$ cat config.mk
export PLATFORM = sky130hd
export DESIGN_NAME = logic_unit_arbiter
export DESIGN_NICKNAME = d
export VERILOG_FILES = /design/src/rtl/logic_unit_arbiter.sv
export SDC_FILE = /design/constraint.sdc
export NUM_CORES = 1
export LEC_CHECK = 0
export BUFFER_PORTS_ARGS = -buffer_cell sky130_fd_sc_hd__buf_2
export CAP_MARGIN = 20
export CORE_AREA = 4 4 131 133
export CTS_BUF_LIST = sky130_fd_sc_hd__clkbuf_2
export CTS_CLUSTER_SIZE = 8
export DETAILED_ROUTE_END_ITERATION = 8
export DIE_AREA = 0 0 135 137
export SKIP_CTS_REPAIR_TIMING = 1
export SYNTH_ARGS = -nofsm -noshare
export SYNTH_HDL_FRONTEND = slang
export SYNTH_SLANG_ARGS = --single-unit
export TNS_END_PERCENT = 10
$ cat constraint.sdc
create_clock -name clk -period 4.01 [get_ports clk]
set_input_delay 0.6015 -clock clk [delete_from_list [all_inputs] [get_ports clk]]
set_output_delay 0.6015 -clock clk [all_outputs]
set_load 0.005 [all_outputs]
$ cat src/rtl/logic_unit_arbiter.sv
// logic_unit_arbiter: round-robin sharing of one combinational AND/OR/XOR unit
// between NUM_REQ valid/ready requesters, with a one-entry tagged response register.
module logic_unit_arbiter #(
    parameter int unsigned NUM_REQ = 3,
    parameter int unsigned ID_W    = 2
) (
    input  logic                      clk,
    input  logic                      rst,
    input  logic [NUM_REQ-1:0]        req_valid,
    output logic [NUM_REQ-1:0]        req_ready,
    input  logic [NUM_REQ*32-1:0]     req_op_a,
    input  logic [NUM_REQ*32-1:0]     req_op_b,
    input  logic [NUM_REQ*2-1:0]      req_sel,
    output logic [31:0]               lu_operand_a,
    output logic [31:0]               lu_operand_b,
    output logic [1:0]                lu_sel,
    input  logic [31:0]               lu_result,
    output logic                      resp_valid,
    input  logic                      resp_ready,
    output logic [31:0]               resp_data,
    output logic [ID_W-1:0]           resp_id,
    output logic                      resp_err
);

    localparam int unsigned DATA_W = 32;
    localparam int unsigned SEL_W  = 2;
    localparam int unsigned SUM_W  = ID_W + 1;
    localparam logic [1:0]  SEL_BAD = 2'b11;

    logic [ID_W-1:0]        rr_ptr;
    logic                   can_issue_c;
    logic                   grant_valid_c;
    logic [ID_W-1:0]        grant_idx_c;
    logic [ID_W-1:0]        grant_off_c;
    logic [2*NUM_REQ-1:0]   rot_valid_c;
    logic [SUM_W-1:0]       grant_sum_c;
    logic                   sel_bad_c;

    // Slot is free when the response register is empty or draining this cycle
    assign can_issue_c = !resp_valid || resp_ready;

    // Round-robin search: rotate valids so rr_ptr lands at bit 0, take the lowest set bit
    always_comb begin
        rot_valid_c   = {req_valid, req_valid} >> rr_ptr;
        grant_valid_c = 1'b0;
        grant_off_c   = '0;
        for (int j = 0; j < NUM_REQ; j++) begin
            if (rot_valid_c[j] && !grant_valid_c) begin
                grant_valid_c = 1'b1;
                grant_off_c   = ID_W'(j);
            end
        end
        if (!can_issue_c || rst) begin
            grant_valid_c = 1'b0;
        end
        grant_sum_c = {1'b0, rr_ptr} + {1'b0, grant_off_c};
        if (grant_sum_c >= SUM_W'(NUM_REQ)) begin
            grant_sum_c = grant_sum_c - SUM_W'(NUM_REQ);
        end
        grant_idx_c = grant_sum_c[ID_W-1:0];
    end

    // One-hot accept and shared-unit operand mux; idle drive is all zero
    always_comb begin
        req_ready    = '0;
        lu_operand_a = '0;
        lu_operand_b = '0;
        lu_sel       = '0;
        for (int i = 0; i < NUM_REQ; i++) begin
            if (grant_valid_c && (grant_idx_c == ID_W'(i))) begin
                req_ready[i] = 1'b1;
                lu_operand_a = req_op_a[i*DATA_W +: DATA_W];
                lu_operand_b = req_op_b[i*DATA_W +: DATA_W];
                lu_sel       = req_sel[i*SEL_W +: SEL_W];
            end
        end
    end

    assign sel_bad_c = (lu_sel == SEL_BAD);

    // Response register and round-robin pointer; new grant overrides a drain
    always_ff @(posedge clk or posedge rst) begin
        if (rst) begin
            resp_valid <= 1'b0;
            resp_data  <= '0;
            resp_id    <= '0;
            resp_err   <= 1'b0;
            rr_ptr     <= '0;
        end else if (grant_valid_c) begin
            resp_valid <= 1'b1;
            resp_data  <= sel_bad_c ? '0 : lu_result;
            resp_id    <= grant_idx_c;
            resp_err   <= sel_bad_c;
            rr_ptr     <= (grant_idx_c == ID_W'(NUM_REQ - 1)) ? '0 : grant_idx_c + ID_W'(1);
        end else if (resp_ready) begin
            resp_valid <= 1'b0;
        end
    end

endmodule

After elaboration in Yosys (flattened, before gate mapping). Cells that the tools add are included.

$add $sub $neg: 3. Multipliers: 0. Divide/modulo/power cells: 0. Order comparisons: 1. Equality and inequality tests: 3. Shifts and indexed selects: 1. Muxes and demuxes: 23. Bitwise operators: 0. Reductions and logical operators: 13.

Operators by type and width (number): 32-bit two-way mux (7); 2-bit two-way mux (6); 1-bit two-way mux (10); 6-bit by 2-bit right shift with 3-bit output (1); 1-bit logical AND (5); 2-bit equality test, second input constant (2); 1-bit zero test (4); 2-bit by 2-bit adder with 3-bit output (1); 3-bit by 2-bit greater-or-equal comparator with 1-bit output, second input constant (1); 2-bit by 1-bit adder with 2-bit output, second input constant (1); 2-bit by 1-bit equality test with 1-bit output, second input constant (1); 2-bit zero test (1); 1-bit logical OR (2); 2-bit nonzero test (1); 2-bit subtractor, second input constant (1).

Register bits after elaboration: 38. Bits in latches: 0. Memory bits (writable): 0. Bits in read-only memories: 0. Input bits: 236. Output and inout bits: 105. Word-level logic and storage cells: 49. Memories: 0.

Depth between registers and ports, before layout. Gate-level depths: netlist (run 1).

Word-level depth: 18. Gate-level depth with buffers: 17. Depth with buffers taken out: 13.

Worst setup path after synthesis (run 1). No wires, ideal clock.

Path type: input port to output port. Start point: input req_valid[0]. End point: output lu_operand_b[12]. Arrival: 3.346 ns. Required time: 3.408 ns. Setup slack: 0.062 ns. Stages: 14. Path buffers: 2. Path through: nand2b_1 o22ai_1 nor2_1 a21oi_1 ha_1 inv_1 fa_1 inv_1 ha_1 o31ai_1 clkbuf_1 clkbuf_1 nand3_1 a31oi_1.

Cells in the longest elaborated chain, start to end: 16. Elaborated cells between the ends (all ways): 24. Those cells by class: add/sub: 2; order compare: 1; eq/ne: 2; shift: 1; mux: 10; reduce/logical: 8.

Ends and longest elaborated chain: from (decl) (line 9) `input logic [NUM_REQ-1:0] req_valid,`; 6-bit by 2-bit right shift with 3-bit output (*) (line 44) `rot_valid_c = {req_valid, req_valid} >> rr_ptr;`; 1-bit two-way mux (line 48) `if (rot_valid_c[j] && !grant_valid_c) begin`; 1-bit zero test (line 48); 1-bit logical AND (line 48); 1-bit two-way mux (line 48); 1-bit zero test (line 48); 1-bit logical AND (line 48); 2-bit two-way mux (line 48); 2-bit by 2-bit adder with 3-bit output (line 56) `grant_sum_c = {1'b0, rr_ptr} + {1'b0, grant_off_c};`; 3-bit by 2-bit greater-or-equal comparator with 1-bit output or 2-bit subtractor (tied branches) (line 57, 58); 2-bit two-way mux (line 57) `if (grant_sum_c >= SUM_W'(NUM_REQ)) begin`; 2-bit zero test (line 70) `if (grant_valid_c && (grant_idx_c == ID_W'(i))) begin`; 1-bit logical AND (line 70); 32-bit two-way mux (2 in a row) (line 70); 32-bit two-way mux (*) (line 70); to (decl) (line 15) `output logic [31:0] lu_operand_b,`.

Mark *: on every way between the ends. The rest lies on a longest branch, timed or not.

Final worst setup path (run 1).
Start point: register rr_ptr[0]. End point: output lu_operand_b[15].

Cells in the longest elaborated chain, start to end: 16. Elaborated cells between the ends (all ways): 24. Those cells by class: add/sub: 2; order compare: 1; eq/ne: 2; shift: 1; mux: 10; reduce/logical: 8.

Ends and longest elaborated chain: from (decl) (line 30) `logic [ID_W-1:0] rr_ptr;`; from (signal assigned) (line 94) `rr_ptr <= (grant_idx_c == ID_W'(NUM_REQ - 1)) ? '0 : grant_idx_c + ID_W'(1);`; 6-bit by 2-bit right shift with 3-bit output (line 44); 1-bit two-way mux (line 48); 1-bit zero test (line 48); 1-bit logical AND (line 48); 1-bit two-way mux (line 48); 1-bit zero test (line 48); 1-bit logical AND (line 48); 2-bit two-way mux (line 48); 2-bit by 2-bit adder with 3-bit output (line 56); 3-bit by 2-bit greater-or-equal comparator with 1-bit output or 2-bit subtractor (tied branches) (line 57, 58); 2-bit two-way mux (line 57); 2-bit zero test (line 70); 1-bit logical AND (line 70); 32-bit two-way mux (2 in a row) (line 70); 32-bit two-way mux (*) (line 70).

Marks and branches as above.

==> impl_metrics.prom, run 1 <==
# TYPE chip_impl_metric gauge
chip_impl_info{name="outcome",value="finished, violations left"} 1
chip_impl_info{name="failed_checks",value="negative setup slack"} 1
chip_impl_metric{name="grt_overflow",unit=""} 0
chip_impl_metric{name="clk_pin_slew",unit="ps"} 200
chip_impl_metric{name="max_cap_violations",unit=""} 0
chip_impl_metric{name="fp.dieArea",unit="um^2"} 18500
chip_impl_metric{name="clock-skew-final",unit="ps"} 5.26
chip_impl_metric{name="area_growth_syn_to_layout",unit="%"} 74.0
chip_impl_metric{name="remaining_drc_errors",unit=""} 0
chip_impl_info{name="layout.cells.most_common_list",value="buf_2 (339), nand3_1 (125), nor4_1 (64)"} 1
chip_impl_metric{name="via_count_of_the_first_global_routing_pass",unit=""} 5113
chip_impl_metric{name="fp-row-count",unit=""} 46
chip_impl_metric{name="timing.reg2reg.worst_path_depth",unit=""} 16
chip_impl_metric{name="layout_min_cycle_time",unit="ps"} 4270
chip_impl_metric{name="postSynthRegisterBits",unit=""} 38
chip_impl_metric{name="clk_latency_worst_skew_pair",unit="ps"} 380
chip_impl_metric{name="placed_cells_incl_taps",unit=""} 1024
chip_impl_metric{name="cts_made_buffers",unit=""} 5
chip_impl_metric{name="worst-path-max-fanout",unit=""} 13
chip_impl_info{name="dominantRegCellSynth",value="dfrtp_1"} 1
chip_impl_metric{name="grtUsageTotal",unit=""} 0.175
chip_impl_info{name="r2r_start",value="rr_ptr[0]$_DFFE_PP0P_"} 1
chip_impl_metric{name="async_sr_flop_fraction",unit=""} 1.00
chip_impl_info{name="timing.hold.worst.class",value="input port to async pin"} 1
chip_impl_metric{name="num_vias",unit=""} 5636
chip_impl_metric{name="final_net_count",unit=""} 1063
chip_impl_metric{name="grt_max_degree",unit=""} 109
chip_impl_metric{name="final.setup.worst_slack",unit="ps"} -262
chip_impl_info{name="clockRootBuffer",value="clkbuf_2"} 1
chip_impl_info{name="grt_setup_unrepaired",value="yes"} 1
chip_impl_metric{name="setup_viol",unit=""} 68
chip_impl_metric{name="dieHeight",unit="um"} 137
chip_impl_metric{name="reg2reg_slack",unit="ps"} 560
chip_impl_metric{name="synth_cells",unit=""} 494
chip_impl_metric{name="post_route_cells_drive_above_1_share",unit=""} 0.554
chip_impl_metric{name="netlist.area_leader.share",unit=""} 0.256
chip_impl_metric{name="min_period_over_period",unit=""} 1.07
chip_impl_metric{name="yosysUniqueCellTypes",unit=""} 40
chip_impl_metric{name="cts-root-to-sink-buffers",unit=""} 2
chip_impl_metric{name="fin_area",unit="um^2"} 6460
chip_impl_metric{name="timing.slew.headroom",unit=""} 0.520
chip_impl_metric{name="antenna_found_initial",unit=""} 1
chip_impl_metric{name="vias_per_cell",unit=""} 5.41
chip_impl_metric{name="ant_nets",unit=""} 0
chip_impl_metric{name="post_drt_wl_per_cell",unit="um"} 18.7
chip_impl_metric{name="routed_wl",unit="um"} 19500
chip_impl_metric{name="syn_area_per_cell",unit="um^2"} 7.51
chip_impl_metric{name="placement.cell_area",unit="um^2"} 5980
chip_impl_metric{name="global_route_wire_length_before_repair",unit="um"} 26700
chip_impl_metric{name="holdWs",unit="ps"} 320
chip_impl_info{name="synth_top_cells_by_area",value="dfrtp_1 (26%), nand3_1 (18%), a31oi_1 (11%)"} 1
chip_impl_metric{name="total_leakage_power",unit="nW"} 3.02
chip_impl_metric{name="htreeDepth",unit=""} 2
chip_impl_metric{name="max-vdd-ir-drop",unit="uV"} 727
chip_impl_metric{name="drtIter0Drc",unit=""} 251
chip_impl_metric{name="detailedRoute.firstPassIterationCount",unit=""} 5
chip_impl_metric{name="seq_area_frac_synth",unit=""} 0.256
chip_impl_metric{name="ys.warnings.count",unit=""} 0
chip_impl_metric{name="cellPowerDensity",unit="nW/um^2"} 1150
chip_impl_metric{name="clock_sink_count",unit=""} 38
chip_impl_metric{name="timing.final.hold_violations",unit=""} 0
chip_impl_metric{name="synthesis.area",unit="um^2"} 3710
chip_impl_metric{name="buffer_ports.inserted",unit=""} 340
chip_impl_metric{name="worst_pin_slew",unit="ps"} 720
chip_impl_metric{name="max_freq",unit="GHz"} 0.234
chip_impl_metric{name="place_hpwl",unit="um"} 13800
chip_impl_metric{name="io_pins",unit=""} 341
chip_impl_metric{name="layoutNonFillerInstCount",unit=""} 1042
chip_impl_info{name="startpoint_type",value="flip-flop"} 1
chip_impl_metric{name="setup-tns-final",unit="ps"} -12270
chip_impl_info{name="rr_endpoint",value="resp_data[2]$_DFFE_PP0P_"} 1
chip_impl_metric{name="total_power",unit="mW"} 7.44
chip_impl_metric{name="place.gp.congestion",unit=""} 0.835
chip_impl_info{name="timing_worst_setup_path_type",value="flip-flop to output port"} 1
chip_impl_metric{name="synthesized_netlist_net_count",unit=""} 733
chip_impl_metric{name="core",unit="um^2"} 15800
chip_impl_metric{name="critical_path_arrival",unit="ps"} 3670
chip_impl_metric{name="initial_utilization",unit=""} 0.234
chip_impl_metric{name="chipWidth",unit="um"} 135
chip_impl_metric{name="worstPathRequired",unit="ps"} 3410
chip_impl_metric{name="slew_viol_final",unit=""} 0
chip_impl_info{name="tritoncts",value="done"} 1
chip_impl_metric{name="number_of_enable_type_register_cells_in_the_synthesized_netlist",unit=""} 0
chip_impl_info{name="netlist.top_cell.by_area",value="dfrtp_1"} 1
chip_impl_info{name="layout.cells.most_common",value="buf_2"} 1
chip_impl_info{name="critPathCaptureType",value="output port"} 1
## where the power goes
group | internal, mW | switching, mW | total (mW)
Sequential | 0.567 | 0.112 | 0.679
Combinational | 2.89 | 3.70 | 6.59
Clock | 0.0398 | 0.134 | 0.174
## metal layers
metal  vias to the layer above  global-route usage  share of wire
met5                         -                   0              0
met4                         0              0.0375          0.017
met3                        26              0.0324          0.081
met2                       288               0.297           0.50
met1                      2674               0.233           0.40
li1                       2648                   -              -
## flip-flops by register name (all words and copies together), names as in the netlist
register    count
resp_data      32
resp_err        1
rr_ptr          2
resp_valid      1
resp_id         2
## worst max-delay path, cell delays in order (launching register included)
cell	delay, ps
dfrtp_2	510
buf_6	140
nor4b_2	220
a21oi_1	80
a2bb2oi_2	140
fa_1	510
inv_1	50
ha_2	180
nor3b_2	170
buf_4	130
o2bb2ai_4	60
or3_4	410
buf_12	170
buf_12	150
a31oi_2	210
buf_2	160
## cells by family (layout without fill, tap and decap cells)
family          after synthesis  count (layout)  share of synthesized area
other cells                   0               1                          0
mux                          32              32                     0.0863
buf+inv                      85             416                     0.0951
compound gates              116             116                      0.224
flops                        38              38                      0.256
simple gates                220             220                      0.326
fa+ha+maj                     3               3                     0.0121
## final cells by class
class / count / area (um^2)
Fill cell: 1606 / 9370
Multi-Input combinational cell: 371 / 2740
Timing Repair Buffer: 402 / 2430
Sequential cell: 38 / 952
Antenna cell: 1 / 2.50
Clock buffer: 5 / 25.0
Inverter: 6 / 22.5
Tap cell: 216 / 270
Clock inverter: 3 / 16.3
## worst max-delay path by stage
stage                                from                to  slack (ps)  cells after the start
finish              rr_ptr[0]$_DFFE_PP0P_  lu_operand_b[15]        -260                     15
global route        rr_ptr[0]$_DFFE_PP0P_  lu_operand_b[15]        -470                     15
CTS                 rr_ptr[0]$_DFFE_PP0P_  lu_operand_a[31]        -540                     17
detailed placement           req_valid[0]  lu_operand_a[31]        -340                     18
global placement             req_valid[0]  lu_operand_b[15]        -280                     18
floorplan                    req_valid[0]  lu_operand_b[12]          60                     14
## Yosys cell counts (3+ instances only)
library cell  count
inv_1             5
nand2b_1          5
mux2i_1          32
buf_2             3
nor3_1            3
buf_6             4
a21oi_1           3
nand3_1         130
a31oi_1          65
a41oi_1          32
clkbuf_1         71
nor4_1           65
dfrtp_1          38
## per-stage QoR
stage | util | setup slack (ps)
2_1_floorplan | - | 62.1
3_3_place_gp | 0.378 | -276
3_5_place_dp | 0.378 | -344
4_1_cts | 0.381 | -535
5_1_grt | 0.408 | -471
6_report | 0.408 | -262
Note: power is estimated with default switching activity, not from simulation.
==> inputs of run 2 (changes only) <==
--- a/config.mk
+++ b/config.mk
@@ -5,13 +5,13 @@
 export SDC_FILE = /design/constraint.sdc
 export NUM_CORES = 1
 export LEC_CHECK = 0
-export BUFFER_PORTS_ARGS = -buffer_cell sky130_fd_sc_hd__buf_2
 export CAP_MARGIN = 20
 export CORE_AREA = 4 4 131 133
 export CTS_BUF_LIST = sky130_fd_sc_hd__clkbuf_2
 export CTS_CLUSTER_SIZE = 8
 export DETAILED_ROUTE_END_ITERATION = 8
 export DIE_AREA = 0 0 135 137
+export DONT_BUFFER_PORTS = 1
 export SKIP_CTS_REPAIR_TIMING = 1
 export SYNTH_ARGS = -nofsm -noshare
 export SYNTH_HDL_FRONTEND = slang
==> run 2 against run 1 <==
Against the previous run:
- the flow still finishes with violations (negative setup slack)
- non-clock buffer count decreased by 340
- hold slack got worse by 150 ps
- sequential share of layout area increased by 3.0 points
- largest cell class unchanged
==> impl_metrics.prom, run 2 (synthesized netlist as in run 1, its figures left out) <==
# TYPE chip_impl_metric gauge
chip_impl_info{name="outcome",value="finished, violations left"} 1
chip_impl_info{name="failed_checks",value="negative setup slack"} 1
chip_impl_metric{name="routed_wl",unit="um"} 18500
chip_impl_metric{name="clock-skew-final",unit="ps"} 25.8
chip_impl_info{name="layout.cells.most_common_list",value="nand3_1 (115), nor4_1 (52), a31oi_2 (44)"} 1
chip_impl_metric{name="holdWs",unit="ps"} 170
chip_impl_metric{name="drtIter0Drc",unit=""} 331
chip_impl_metric{name="io_pins",unit=""} 341
chip_impl_metric{name="buffer_ports.inserted",unit=""} 0
chip_impl_metric{name="multi_input_comb_area",unit="um^2"} 3240
chip_impl_metric{name="chipWidth",unit="um"} 135
chip_impl_metric{name="area_growth_syn_to_layout",unit="%"} 44.5
chip_impl_metric{name="post_route_cells_drive_above_1_share",unit=""} 0.375
chip_impl_metric{name="antenna_found_initial",unit=""} 0
chip_impl_metric{name="final.setup.worst_slack",unit="ps"} -290
chip_impl_metric{name="seq_area",unit="um^2"} 952
chip_impl_metric{name="detailedRoute.firstPassIterationCount",unit=""} 5
chip_impl_metric{name="dieHeight",unit="um"} 137
chip_impl_metric{name="fillCellCount",unit=""} 1586
chip_impl_metric{name="layoutNonFillerInstCount",unit=""} 701
chip_impl_metric{name="power_switching_share",unit=""} 0.541
chip_impl_info{name="startpoint_type",value="flip-flop"} 1
chip_impl_metric{name="place_hpwl",unit="um"} 12200
chip_impl_metric{name="timing.final.hold_violations",unit=""} 0
chip_impl_info{name="critPathCaptureType",value="output port"} 1
chip_impl_metric{name="clk_latency_worst_skew_pair",unit="ps"} 390
chip_impl_info{name="most_flop_heavy_register",value="resp_data"} 1
chip_impl_info{name="clockRootBuffer",value="clkbuf_2"} 1
chip_impl_metric{name="vias_per_cell",unit=""} 6.57
chip_impl_metric{name="global_route_wire_length_before_repair",unit="um"} 22100
chip_impl_metric{name="slew_viol_final",unit=""} 0
chip_impl_metric{name="power.share.combinational",unit=""} 0.864
chip_impl_info{name="layout_top_registers",value="resp_data (32), resp_id (2), rr_ptr (2)"} 1
chip_impl_metric{name="critical_path_arrival",unit="ps"} 3700
chip_impl_metric{name="via_count_of_the_first_global_routing_pass",unit=""} 3995
chip_impl_metric{name="p_int",unit="mW"} 3.55
chip_impl_metric{name="max_cap_violations",unit=""} 0
chip_impl_metric{name="core",unit="um^2"} 15800
chip_impl_metric{name="cts_made_buffers",unit=""} 5
chip_impl_metric{name="power_switching",unit="mW"} 4.19
chip_impl_metric{name="total_leakage_power",unit="nW"} 1.70
chip_impl_metric{name="grt_max_degree",unit=""} 97
chip_impl_info{name="tritoncts",value="done"} 1
chip_impl_info{name="layout.cells.most_common",value="nand3_1"} 1
chip_impl_metric{name="layout_min_cycle_time",unit="ps"} 4300
chip_impl_metric{name="remaining_drc_errors",unit=""} 0
chip_impl_metric{name="detailedPlace.worstSlack",unit="ps"} -138
chip_impl_metric{name="final_net_count",unit=""} 723
chip_impl_metric{name="clock_sink_count",unit=""} 38
chip_impl_metric{name="antennaDiodeCount",unit=""} 0
chip_impl_info{name="timing.hold.worst.class",value="input port to async pin"} 1
chip_impl_metric{name="setup_viol",unit=""} 67
chip_impl_metric{name="grtUsageTotal",unit=""} 0.149
chip_impl_metric{name="worst_pin_slew",unit="ps"} 602
chip_impl_metric{name="post_drt_wl_per_cell",unit="um"} 26.4
chip_impl_metric{name="max_freq",unit="GHz"} 0.233
chip_impl_metric{name="max-vdd-ir-drop",unit="uV"} 604
chip_impl_metric{name="timing.slew.headroom",unit=""} 0.597
chip_impl_metric{name="total_power",unit="mW"} 7.74
chip_impl_metric{name="initial_utilization",unit=""} 0.234
chip_impl_metric{name="cts-root-to-sink-buffers",unit=""} 2
chip_impl_metric{name="worstPathRequired",unit="ps"} 3410
chip_impl_metric{name="fp.dieArea",unit="um^2"} 18500
chip_impl_metric{name="grt_overflow",unit=""} 0
chip_impl_metric{name="htreeDepth",unit=""} 2
chip_impl_metric{name="clk_pin_slew",unit="ps"} 230
chip_impl_metric{name="placed_cells_incl_taps",unit=""} 675
chip_impl_metric{name="fp-row-count",unit=""} 46
chip_impl_metric{name="largest_register_ffs",unit=""} 32
chip_impl_metric{name="seq_power_share",unit=""} 0.097
chip_impl_info{name="timing_worst_setup_path_type",value="flip-flop to output port"} 1
chip_impl_metric{name="place.gp.congestion",unit=""} 0.758
chip_impl_info{name="grt_setup_unrepaired",value="yes"} 1
chip_impl_metric{name="min_period_over_period",unit=""} 1.07
chip_impl_metric{name="cellPowerDensity",unit="nW/um^2"} 1440
chip_impl_metric{name="clkPwrFrac",unit=""} 0.040
chip_impl_metric{name="ant_nets",unit=""} 0
chip_impl_metric{name="num_vias",unit=""} 4605
chip_impl_metric{name="worst-path-max-fanout",unit=""} 54
==> run 2: worst paths after layout <==
path | to | cells after the start | slack, ps | startpoint
setup / recovery | lu_operand_a[4] | 16 | -290 | rr_ptr[0]$_DFFE_PP0P_
hold / removal | resp_data[17]$_DFFE_PP0P_ | 2 | 170 | rst
setup reg to reg | resp_data[12]$_DFFE_PP0P_ | 15 | 510 | rr_ptr[0]$_DFFE_PP0P_
hold reg to reg | resp_id[0]$_DFFE_PP0P_ | 2 | 620 | resp_id[0]$_DFFE_PP0P_
max in group asynchronous | resp_data[1]$_DFFE_PP0P_ | 2 | 3480 | rst
min in group clk | resp_data[18]$_DFFE_PP0P_ | 2 | 400 | lu_result[18]
==> run 2: layout make-up <==
cell class | instances | share of cell area
Multi-Input combinational cell | 371 | 0.605
Sequential cell | 38 | 0.178
Inverter | 6 | 0.00420
Tap cell | 216 | 0.0504
Timing Repair Buffer | 62 | 0.145
Clock buffer | 5 | 0.00467
Clock inverter | 3 | 0.0128
==> run 2: worst max-delay path, cell delays in order, from the launching register on <==
cell and delay [ps]:
dfrtp_2 510, nor3_2 190, a31oi_1 60, a21oi_1 140, ha_2 200, inv_2 40
fa_1 570, inv_2 50, ha_4 170, nor3b_2 160, buf_4 140, o2bb2ai_4 60
buf_4 140, buf_12 170, nor4_2 430, a31oi_4 60, buf_4 150
==> run 2: stage by stage <==
step                instance area [um^2]  setup TNS (ps)  utilization
CTS                                 4260          -24110        0.269
floorplan                           3710               0            -
finish                              5360          -11790        0.339
global placement                    4160            -891        0.263
detailed placement                  4160           -2850        0.263
global route                        5360          -25240        0.339
==> run 2: routing by layer <==
metal / vias up / global-route usage / part of all wire
li1: 1957 / - / -
met1: 2235 / 0.187 / 0.37
met2: 368 / 0.259 / 0.51
met3: 45 / 0.0305 / 0.097
met4: 0 / 0.0420 / 0.022
met5: - / 0 / 0
==> run 2: power by group through the flow <==
| stage | registers [mW] | clock network (mW) | logic, mW |
|---|---|---|---|
| after floorplan | 0.682 | 0 | 2.98 |
| after global placement | 0.749 | 0 | 4.57 |
| after detailed placement | 0.744 | 0 | 4.81 |
| after CTS | 0.744 | 0.321 | 4.80 |
| after global routing | 0.765 | 0.341 | 7.02 |
| final | 0.747 | 0.308 | 6.68 |
==> inputs of run 3 (changes only) <==
--- a/config.mk
+++ b/config.mk
@@ -5,12 +5,13 @@
 export SDC_FILE = /design/constraint.sdc
 export NUM_CORES = 1
 export LEC_CHECK = 0
+export ABC_AREA = 1
 export CAP_MARGIN = 20
-export CORE_AREA = 4 4 131 133
+export CORE_AREA = 4 4 132 134
 export CTS_BUF_LIST = sky130_fd_sc_hd__clkbuf_2
 export CTS_CLUSTER_SIZE = 8
 export DETAILED_ROUTE_END_ITERATION = 8
-export DIE_AREA = 0 0 135 137
+export DIE_AREA = 0 0 136 138
 export DONT_BUFFER_PORTS = 1
 export SKIP_CTS_REPAIR_TIMING = 1
 export SYNTH_ARGS = -nofsm -noshare
==> run 3 against run 2 <==
Against the previous run:
- the flow still finishes with violations (negative setup slack)
- final area decreased by 14%
- clock skew decreased by 1.3 ps
- clock power decreased by 46%
- register-to-register slack improved by 190 ps
- critical endpoint is now lu_operand_a[7]
- largest power group unchanged
- highest routed layer unchanged
==> impl_metrics.prom, run 3 <==
# TYPE chip_impl_metric gauge
chip_impl_info{name="outcome",value="finished, violations left"} 1
chip_impl_info{name="failed_checks",value="negative setup slack"} 1
chip_impl_metric{name="io_pins",unit=""} 341
chip_impl_metric{name="buffer_ports.inserted",unit=""} 0
chip_impl_metric{name="core",unit="um^2"} 16300
chip_impl_metric{name="total_leakage_power",unit="nW"} 2.56
chip_impl_metric{name="ys.warnings.count",unit=""} 0
chip_impl_metric{name="fp.dieArea",unit="um^2"} 18800
chip_impl_metric{name="worst_pin_slew",unit="ps"} 618
chip_impl_metric{name="ant_nets",unit=""} 0
chip_impl_info{name="synth.cells.most_frequent",value="nand2_1 (287), nand3_1 (73), inv_1 (40)"} 1
chip_impl_metric{name="place.gp.congestion",unit=""} 0.824
chip_impl_metric{name="detailedRoute.firstPassIterationCount",unit=""} 6
chip_impl_metric{name="post_route_cells_drive_above_1_share",unit=""} 0.339
chip_impl_metric{name="global_route_wire_length_before_repair",unit="um"} 19000
chip_impl_metric{name="postSynthRegisterBits",unit=""} 38
chip_impl_metric{name="synthesis.area",unit="um^2"} 3310
chip_impl_info{name="critPathCaptureType",value="output port"} 1
chip_impl_metric{name="chipWidth",unit="um"} 136
chip_impl_metric{name="seq_area_frac_synth",unit=""} 0.287
chip_impl_metric{name="largest_register_ffs",unit=""} 32
chip_impl_metric{name="number_of_enable_type_register_cells_in_the_synthesized_netlist",unit=""} 0
chip_impl_metric{name="area_growth_syn_to_layout",unit="%"} 38.7
chip_impl_metric{name="place_hpwl",unit="um"} 10400
chip_impl_metric{name="htreeDepth",unit=""} 2
chip_impl_info{name="critPathSlowestCell",value="fa_2"} 1
chip_impl_metric{name="dieHeight",unit="um"} 138
chip_impl_info{name="dominantRegCellSynth",value="dfrtp_1"} 1
chip_impl_metric{name="max-vdd-ir-drop",unit="uV"} 440
chip_impl_metric{name="netlist.area_leader.share",unit=""} 0.325
chip_impl_info{name="tritoncts",value="done"} 1
chip_impl_info{name="most_flop_heavy_register",value="resp_data"} 1
chip_impl_metric{name="cellPowerDensity",unit="nW/um^2"} 1270
chip_impl_metric{name="synth_cells",unit=""} 558
chip_impl_metric{name="slew_viol_final",unit=""} 0
chip_impl_metric{name="cts-root-to-sink-buffers",unit=""} 2
chip_impl_metric{name="cts_made_buffers",unit=""} 5
chip_impl_info{name="layout.cells.most_common_list",value="nand2_1 (253), nand3_2 (64), nand2_2 (45)"} 1
chip_impl_info{name="critical_path.cell_chain",value="inv_4 -> nand2_4 -> nand3_2 -> nand2_2 -> a21oi_2 -> ha_2 -> inv_2 -> fa_2 -> inv_2 -> ha_4 -> nor2_2 -> nand2_1 -> nand2_2 -> nand2_4 -> nor2_4 -> nand2_4 -> inv_8 -> buf_12 -> nand2_1 -> nand3_2"} 1
chip_impl_info{name="startpoint_type",value="flip-flop"} 1
chip_impl_metric{name="setup_viol",unit=""} 1
chip_impl_metric{name="worst-path-max-fanout",unit=""} 15
chip_impl_metric{name="clk_pin_slew",unit="ps"} 200
chip_impl_metric{name="fp-row-count",unit=""} 47
chip_impl_metric{name="total_power",unit="mW"} 5.85
chip_impl_metric{name="antennaDiodeCount",unit=""} 0
chip_impl_metric{name="min_period_over_period",unit=""} 1.00
chip_impl_metric{name="num_vias",unit=""} 3891
chip_impl_metric{name="crit_path_max_incr_delay",unit="ps"} 550
chip_impl_metric{name="yosysUniqueCellTypes",unit=""} 26
chip_impl_metric{name="holdWs",unit="ps"} 169
chip_impl_info{name="netlist.top_cell.by_area",value="nand2_1"} 1
chip_impl_metric{name="max_freq",unit="GHz"} 0.249
chip_impl_metric{name="timing.reg2reg.worst_path_depth",unit=""} 22
chip_impl_metric{name="final.setup.worst_slack",unit="ps"} -3.56
chip_impl_metric{name="synth_xor_xnor_area_share",unit=""} 0
chip_impl_metric{name="grtUsageTotal",unit=""} 0.127
chip_impl_metric{name="clock-skew-final",unit="ps"} 24.5
chip_impl_metric{name="grt_overflow",unit=""} 0
chip_impl_metric{name="share_of_the_synthesized_area_in_compound_gates_ao_oa_aoi_oai",unit=""} 0.0121
chip_impl_metric{name="setup-tns-final",unit="ps"} -3.56
chip_impl_info{name="grt_setup_unrepaired",value="yes"} 1
chip_impl_info{name="timing.hold.worst.class",value="input port to async pin"} 1
chip_impl_metric{name="grt_max_degree",unit=""} 69
chip_impl_info{name="synth_top_family_by_area",value="simple AND/OR/NAND/NOR gates"} 1
chip_impl_metric{name="via_count_of_the_first_global_routing_pass",unit=""} 3432
chip_impl_info{name="synth_top_cells_by_area",value="nand2_1 (33%), dfrtp_1 (29%), nand3_1 (11%)"} 1
chip_impl_metric{name="post_drt_wl_per_cell",unit="um"} 22.5
chip_impl_info{name="clockRootBuffer",value="clkbuf_2"} 1
chip_impl_metric{name="timing.final.hold_violations",unit=""} 0
chip_impl_metric{name="vias_per_cell",unit=""} 4.89
chip_impl_metric{name="final_net_count",unit=""} 814
chip_impl_info{name="layout.cells.most_common",value="nand2_1"} 1
chip_impl_metric{name="synth.area.mux_share",unit=""} 0
chip_impl_metric{name="layout_min_cycle_time",unit="ps"} 4010
chip_impl_metric{name="antenna_found_initial",unit=""} 0
chip_impl_info{name="timing_worst_setup_path_type",value="flip-flop to output port"} 1
chip_impl_metric{name="timing.slew.headroom",unit=""} 0.588
chip_impl_info{name="synth_most_common_cell",value="nand2_1"} 1
chip_impl_metric{name="syn_area_per_cell",unit="um^2"} 5.94
chip_impl_metric{name="initial_utilization",unit=""} 0.203
chip_impl_metric{name="placed_cells_incl_taps",unit=""} 754
chip_impl_metric{name="max_cap_violations",unit=""} 0
chip_impl_metric{name="worstPathRequired",unit="ps"} 3410
chip_impl_metric{name="post_synthesis_simple_gate_area_fraction",unit=""} 0.560
chip_impl_metric{name="synthesized_netlist_net_count",unit=""} 797
chip_impl_info{name="layout_top_registers",value="resp_data (32), resp_id (2), rr_ptr (2)"} 1
chip_impl_metric{name="routed_wl",unit="um"} 17900
chip_impl_metric{name="clock_sink_count",unit=""} 38
chip_impl_metric{name="async_sr_flop_fraction",unit=""} 1.00
chip_impl_metric{name="drtIter0Drc",unit=""} 186
chip_impl_metric{name="layoutNonFillerInstCount",unit=""} 796
chip_impl_metric{name="synth_fa_ha_area_frac",unit=""} 0.0136
chip_impl_info{name="timing.critical_path.mode_cell",value="nand2_4"} 1
chip_impl_metric{name="critical_path_arrival",unit="ps"} 3410
chip_impl_metric{name="clk_latency_worst_skew_pair",unit="ps"} 390
chip_impl_metric{name="remaining_drc_errors",unit=""} 0
==> run 3: cell types whose count changed after synthesis, sizes merged, moves of 5 or more <==
cell,before,now
buf,8,26
nor2,2,39
nand2b,5,0
mux2i,32,0
clkbuf,71,5
a31oi,65,0
nor4,65,0
nand3,130,74
a41oi,32,0
nand4,0,8
nand2,2,312
inv,6,45
==> run 3: layout make-up <==
class / instances / area, um^2
clock inverters: 2 / 8.76
flip-flops and latches: 38 / 952
clock buffers: 6 / 30.0
well taps: 220 / 275
inverters: 45 / 189
repair buffers: 40 / 642
fillers: 1765 / 11700
multi-input cells: 444 / 2480
repair inverters: 1 / 11.3
==> run 3: worst max-delay path: cells and delay by family, from the launching register on <==
kind	cells	cell delay, ps
DFF	1	510
AOI/OAI and AO/OA	1	110
and+or+nand+nor	11	1000
adders and majority gates	3	900
buffers and inverters	5	490
==> run 3: stage by stage <==
stage	setup slack, ps	utilization	instance area (um^2)
after floorplan	443	-	3310
after global placement	143	0.211	3440
after detailed placement	49.2	0.211	3440
after CTS	-398	0.214	3480
after global routing	-210	0.282	4590
final	-3.56	0.282	4590
==> run 3: per-layer routing <==
layer / vias up / wire [um] / track usage
met3: 28 / 2190 / 0.0538
met2: 288 / 8620 / 0.215
met1: 1833 / 6590 / 0.148
met4: 0 / 519 / 0.0334
li1: 1742 / - / -
met5: - / 0 / 0
==> run 3: worst paths after layout <==
| check | startpoint | end | slack, ps |
|---|---|---|---|
| worst max-delay path | rr_ptr[0]$_DFFE_PP0P_ | lu_operand_a[7] | -4 |
| worst min-delay path | rst | resp_data[0]$_DFFE_PP0P_ | 170 |
| worst max register to register | rr_ptr[0]$_DFFE_PP0P_ | resp_data[0]$_DFFE_PP0P_ | 700 |
| worst min register to register | resp_data[13]$_DFFE_PP0P_ | resp_data[13]$_DFFE_PP0P_ | 540 |
| max in group asynchronous | rst | rr_ptr[0]$_DFFE_PP0P_ | 3480 |
| min in group clk | resp_ready | resp_valid$_DFFE_PP0P_ | 270 |
==> run 3: logic make-up after synthesis <==
logic type	count (synthesis)
simple gates	434
flops	38
fa+ha+maj	3
compound gates	7
buf+inv	76
==> run 3: power breakdown <==
| group | leakage (nW) | total, mW | internal, mW | switching [mW] |
|---|---|---|---|---|
| clock network | 0.0304 | 0.167 | 0.0429 | 0.124 |
| logic | 2.06 | 4.94 | 2.02 | 2.92 |
| registers | 0.469 | 0.744 | 0.566 | 0.178 |
| total | 2.56 | 5.85 | 2.63 | 3.22 |
